==> src/rtl/imem_boot_loader.sv <==
// Byte-stream boot loader: assembles a framed program image into instruction
// memory words and releases core reset once the image checksum matches.
module imem_boot_loader #(
   parameter int          MAX_WORDS = 64,
   parameter logic [31:0] BASE_ADDR = 32'h0000_0000
) (
   input  logic        clk,
   input  logic        rst,
   input  logic        in_valid,
   input  logic [7:0]  in_data,
   output logic        in_ready,
   output logic        imem_we,
   output logic [31:0] imem_addr,
   output logic [31:0] imem_wdata,
   output logic        core_rst,
   output logic        done,
   output logic        error
);

   typedef enum logic [2:0] {
      LEN_LO,
      LEN_HI,
      DATA,
      CSUM,
      DONE,
      ERROR
   } state_t;

   localparam logic [15:0] MAX_LEN = 16'(MAX_WORDS);

   state_t      r_state;
   state_t      w_next;
   logic [15:0] r_len;
   logic [15:0] r_word_cnt;
   logic [1:0]  r_byte_idx;
   logic [7:0]  r_csum;
   logic [23:0] r_word;
   logic        r_we;
   logic [31:0] r_addr;
   logic [31:0] r_wdata;

   logic        w_acc;
   logic [15:0] w_len_full;
   logic        w_last_word;

   assign in_ready = (r_state == LEN_LO) || (r_state == LEN_HI) ||
                     (r_state == DATA)   || (r_state == CSUM);
   assign w_acc      = in_valid && in_ready;
   assign w_len_full = {in_data, r_len[7:0]};
   // The previous word's write pulse has always landed before the next
   // word's fourth byte, so word_cnt equals the index of the word in flight.
   assign w_last_word = (r_word_cnt == (r_len - 16'd1));

   always_comb begin
      w_next = r_state;
      unique case (r_state)
         LEN_LO: begin
            if (w_acc) w_next = LEN_HI;
         end
         LEN_HI: begin
            if (w_acc) begin
               if (w_len_full > MAX_LEN)      w_next = ERROR;
               else if (w_len_full == 16'd0)  w_next = CSUM;
               else                           w_next = DATA;
            end
         end
         DATA: begin
            if (w_acc && (r_byte_idx == 2'd3) && w_last_word)
               w_next = CSUM;
         end
         CSUM: begin
            if (w_acc) w_next = (in_data == r_csum) ? DONE : ERROR;
         end
         default: w_next = r_state;
      endcase
   end

   always_ff @(posedge clk or posedge rst) begin
      if (rst) begin
         r_state    <= LEN_LO;
         r_len      <= 16'd0;
         r_word_cnt <= 16'd0;
         r_byte_idx <= 2'd0;
         r_csum     <= 8'd0;
         r_word     <= 24'd0;
         r_we       <= 1'b0;
         r_addr     <= BASE_ADDR;
         r_wdata    <= 32'd0;
      end else begin
         r_state <= w_next;
         r_we    <= 1'b0;
         if (r_we) r_word_cnt <= r_word_cnt + 16'd1;
         if (w_acc) begin
            unique case (r_state)
               LEN_LO: r_len[7:0]  <= in_data;
               LEN_HI: r_len[15:8] <= in_data;
               DATA: begin
                  r_csum     <= r_csum ^ in_data;
                  r_byte_idx <= r_byte_idx + 2'd1;
                  unique case (r_byte_idx)
                     2'd0: r_word[7:0]   <= in_data;
                     2'd1: r_word[15:8]  <= in_data;
                     2'd2: r_word[23:16] <= in_data;
                     default: begin
                        r_we    <= 1'b1;
                        r_wdata <= {in_data, r_word};
                        r_addr  <= BASE_ADDR + {14'd0, r_word_cnt, 2'b00};
                     end
                  endcase
               end
               default: ;
            endcase
         end
      end
   end

   assign imem_we    = r_we;
   assign imem_addr  = r_addr;
   assign imem_wdata = r_wdata;
   assign done       = (r_state == DONE);
   assign error      = (r_state == ERROR);
   assign core_rst   = (r_state != DONE);

endmodule

==> config.mk <==
export PLATFORM = sky130hd
export DESIGN_NAME = imem_boot_loader
export DESIGN_NICKNAME = d
export VERILOG_FILES = /design/src/rtl/imem_boot_loader.sv
export SDC_FILE = /design/constraint.sdc
export NUM_CORES = 1
export LEC_CHECK = 0
export ABC_CLOCK_PERIOD_IN_PS = 8800
export CORE_ASPECT_RATIO = 0.5
export CORE_UTILIZATION = 25
export CTS_CLUSTER_SIZE = 24
export DETAILED_ROUTE_END_ITERATION = 12
export HOLD_SLACK_MARGIN = 0.05
export MAX_ROUTING_LAYER = met4
export PLACE_DENSITY_LB_ADDON = 0.12
export SLEW_MARGIN = 10
export SYNTH_ARGS = -nofsm -noshare
export SYNTH_HDL_FRONTEND = slang
export SYNTH_SLANG_ARGS = --single-unit
==> constraint.sdc <==
create_clock -name clk -period 8.8 [get_ports clk]
set_input_delay 1.76 -clock clk [delete_from_list [all_inputs] [get_ports clk]]
set_output_delay 1.76 -clock clk [all_outputs]
set_load 0.02 [all_outputs]
==> Yosys cells after proc, flatten, opt, wreduce, memory -nomap -nowiden <==
Index checks and enable logic that the tools add are counted.
{ "totals": {"reg_bits": 118, "inputBits": 11, "output_inout_bits": 69, "elab_cells": 63} }
{ "classes": {"addsub": 3, "n_lt_le_gt_ge": 1, "n_eq_ne": 15, "muxes": 11, "bitwise_logic": 2, "n_reduce_logical": 19} }
{ "op_table": {"columns": ["operator", "n"], "rows": [
  ["$add 16x1->16 const B", 1],
  ["$eq 16x16->1", 1],
  ["$gt 16x7->1 const B", 1],
  ["$logic_not 16->1", 1],
  ["$sub 16x1->16 const B", 1],
  ["$mux 3", 5],
  ["$pmux 3 s4", 1],
  ["$reduce_and 3->1", 4],
  ["$eq 8x8->1", 1],
  ["$xor 8x8->8", 1],
  ["$eq 3x2->1 const B", 2],
  ["$eq 3x3->1 const B", 2],
  ["$ne 2x2->1 const B", 3],
  ["$reduce_and 2->1", 3],
  ["$mux 1", 5],
  ["$reduce_and 5->1", 1],
  ["$eq 2x2->1 const B", 2],
  ["$reduce_bool 4->1", 1],
  ["$eq 3x1->1 const B", 1],
  ["$logic_and 1x1->1", 3],
  ["$logic_not 3->1", 1],
  ["$logic_or 1x1->1", 3],
  ["$ne 3x3->1 const B", 1],
  ["$reduce_or 3->1", 1],
  ["5 further kinds", 5]
]} }

==> Longest topological paths before layout <==
{ "depth": {"ltp_word": 9, "mapped_depth": 10, "ltp_nobuf": 9} }

==> Worst setup path after synthesis <==
OpenSTA, ideal clock, no wires.
{ "synth_path": {"path_type": "input port to flip-flop", "start": "input port in_valid", "end": "register r_state[0]", "setup_ns": 0.125, "arrival_ns": 3.194, "setup_slack_ns": 5.481, "path_stages": 8, "path_buffers": 1, "path_cell_list": "and4bb_2 > buf_2 > nand4_1 > a311oi_1 > o2111ai_1 > nor4_4 > a31oi_2 > mux2_4"} }
{ "synth_via": {"elab_chain_cells": 5, "elab_cells_between_ends": 8} }
{ "synth_lines": {"columns": ["item", "line", "rtl"], "rows": [
  ["from (decl)", "9", "input logic in_valid,"],
  ["$logic_and 1x1->1 *", "48", "assign w_acc = in_valid && in_ready;"],
  ["$logic_and 1x1->1 (2 in a row)", "68", "if (w_acc && (r_byte_idx == 2'd3) && w_last_word)"],
  ["$ne 2x1->1 (no source line)", null, null],
  ["$reduce_and 5->1 (no source line) *", null, null],
  ["to (signal assigned)", "90", "r_state <= w_next;"],
  ["to (decl)", "31", "state_t r_state;"]
]} }
Every way passes the cells marked *; elsewhere a longest branch is shown, timed or not.
A chain may end at the register's enable or synchronous reset.

==> Worst setup path after layout <==
{ "layout_path": {"start": "register r_state[2]", "end": "output port done"} }
{ "layout_via": {"elab_chain_cells": 1} }
{ "layout_lines": {"columns": ["item", "line", "rtl"], "rows": [
  ["$eq 3x3->1", "120", "assign done = (r_state == DONE);"],
  ["to (decl)", "16", "output logic done,"]
]} }
Every way passes these cells.

==> results.tsv <==
metric	value	unit
synth.distinct_cells	46	
place.gp.congestion	0.7714	
synth.top_cell.area_share	0.5447	
path_max_fanout	8	
rsz0062_at_grt	no	
relSlewSlack	0.3632	
status	finished clean	
finalPower	1.342	mW
drtIter0Drc	226	
drv_cap	0	
root_buffer	clkbuf_16	
cts_tree	built	
yosysTopAreaCell	dfrtp_1	
setup_slack	5.003	ns
synth_area	0.005421	mm^2
ys_dominant_reg_cell	dfrtp_1	
required	7.04	ns
die-area	0.02231	mm^2
yosysWarningCount	0	
synth_seq_area_share	0.5447	
powerDensity	193.4	mW/mm^2
dieWidth	210.3	um
syn_to_final_growth	27.99	%
synth_edf_count	0	
num_io_pins	80	
ff_latch_area	0.002953	mm^2
cp-end-kind	output pin	
ant_nets	0	
grt_overflow	0	
ir_worst_vdd	141.2	uV
drive_gt1_frac	0.2689	
period_minus_slack	3.797	ns
worstPathCellList	clkinv_1 -> or3_1 -> inv_1 -> clkdlybuf4s50_1	
dp_slack	4.607	ns
synth_common_cells	dfrtp_1 (118), mux2_2 (87), xnor2_1 (39), nand2_1 (29), buf_4 (16)	
die_height	106.1	um
synth_area_leaders	dfrtp_1 (54%), mux2_2 (18%), xnor2_1 (6.3%)	
grt_max_degree	74	
yosysMostFrequentCell	dfrtp_1	
start_util	0.2597	
async_flop_share	1.000	
cts_setup_buffers	0	
fp-row-count	37	
firstDrtPassIters	4	
max_slew.worst_pin.slew	0.9552	ns
fin_skew	0.01320	ns
holdCritPathClass	reg2reg	
via_per_inst	4.238	
layout.nets	507	
clock_sinks	118	
leakage	3.197	nW
place_area	0.006282	mm^2
critPathMaxStageDelay	0.59	ns
finalHoldViolCount	0	
worstPathArrival	2.04	ns
setup_viol	0	
clkLatencyLatePin	0.42	ns
routedWlPerCell	15.98	um
ys_ff_latch	118	
cts.repair.resized	0	
cts_buffers	17	
core	0.02088	mm^2
wirelength	12690	um
final.fill_count	2065	
clk_pin_slew	0.06	ns
fin_tns_setup	0	ns
io_buffers	63	
max_freq	263.4	MHz
dp_hpwl	8232	um
grt_pass1_vias	3366	
n_antenna_cell	0	
grt_antenna_before_repair	0	
synth.avg_cell_area	12.73	um^2
syn_inst	426	
setup.worst_path.class	reg2out	
globalRouteTotalUtil	0.1253	
crit_path_top_delay_cell	clkdlybuf4s50_1	
cts_max_path_buffers	2	
grt_first_pass_wirelength	20050	um
multi_input_area	0.002265	mm^2
htree_levels	4	
finalCritPeriodShare	0.4315	
drcViolationCount	0	
final_cell_area	0.006939	mm^2
start_kind	flop	
cts_hold_buf	0	
slew_viol_final	0	
vias	3365	
[logic make-up (layout without fill, tap and decap cells)]
logic type      after synthesis  after routing  synth area share
flops                       118            118            0.5447
mux                          91             91            0.1890
simple gates                 86             86           0.08932
xor+xnor                     52             52           0.08401
buf+inv                      49            110           0.04939
compound gates               22             22           0.02677
fa+ha+maj                     7              7           0.01615
other cells                   1             16         0.0006917
[metal layers]
metal,global-route usage,up-vias,share of wire
met4,0.05318,0,0.013
li1,-,1571,-
met5,-,-,0
met2,0.1831,53,0.46
met3,0.02954,12,0.032
met1,0.1659,1729,0.50
[layout make-up]
type | count | area share
Tap cell | 292 | 0.05265
Multi-Input combinational cell | 274 | 0.3264
Clock inverter | 15 | 0.03264
Inverter | 11 | 0.006311
Timing Repair Buffer | 67 | 0.09520
Clock buffer | 17 | 0.06131
Sequential cell | 118 | 0.4255
[state kept, by name (all words and copies together) (netlist names)]
signal	count
imem_we	1
r_word	24
r_csum	8
r_len	16
imem_wdata	32
r_byte_idx	2
r_state	3
imem_addr	16
r_word_cnt	16
[power by group]
part | leakage (nW) | switching [mW] | total [mW] | internal, mW
Sequential | 1.62 | 0 | 0.543 | 0.543
Clock | 0.310 | 0.262 | 0.766 | 0.504
Combinational | 1.27 | 0.0269 | 0.0329 | 0.00606
Total | 3.20 | 0.289 | 1.34 | 1.05
[metrics by stage]
step | std cells | utilization | hold slack, ns
detailed placement | 762 | 0.3009 | 0.4730
global route | 794 | 0.3324 | 0.4988
global placement | 762 | 0.3009 | 0.4766
CTS | 794 | 0.3321 | 0.4861
floorplan | 441 | - | 0.4639
finish | 794 | 0.3324 | 0.4798
[final timing paths]
check	depth (start not counted)	start	slack [ns]	end
min in group asynchronous	2	rst	1.77	imem_addr[11]
max	4	r_state[2]	5.00	done
max in group asynchronous	3	rst	5.58	r_csum[7]
min	2	imem_addr[6]	0.48	imem_addr[6]
min reg2reg	2	imem_addr[6]	0.48	imem_addr[6]
max reg2reg	7	r_len[2]	6.18	r_state[0]
[cell usage in the layout (no fill, tap or decap), types with 3 or more instances in the layout]
cell | synthesis | layout
inv_1 | 10 | 9
nor2_1 | 10 | 10
xor2_1 | 13 | 13
dfrtp_1 | 118 | 118
and4_1 | 3 | 3
bufinv_16 | 0 | 5
xnor2_1 | 39 | 39
a21oi_1 | 4 | 4
ha_1 | 7 | 7
nand4_1 | 7 | 7
clkbuf_16 | 0 | 17
buf_4 | 16 | 4
o21ai_0 | 7 | 7
nor4_1 | 6 | 6
mux2_2 | 87 | 87
clkinvlp_4 | 0 | 3
clkinv_4 | 0 | 3
nand3_1 | 11 | 11
nand2_1 | 29 | 28
mux2i_1 | 3 | 3
clkdlybuf4s50_1 | 0 | 63
conb_1 | 1 | 16
nor3_1 | 6 | 5
[critical path: cells and delay by family (launching register included)]
family                 cells  cell delay (ns)
DFF                        1             0.34
and+or+nand+nor            1             0.43
buffers and inverters      3             0.86
No activity file was read; power rests on OpenSTA's default activity.
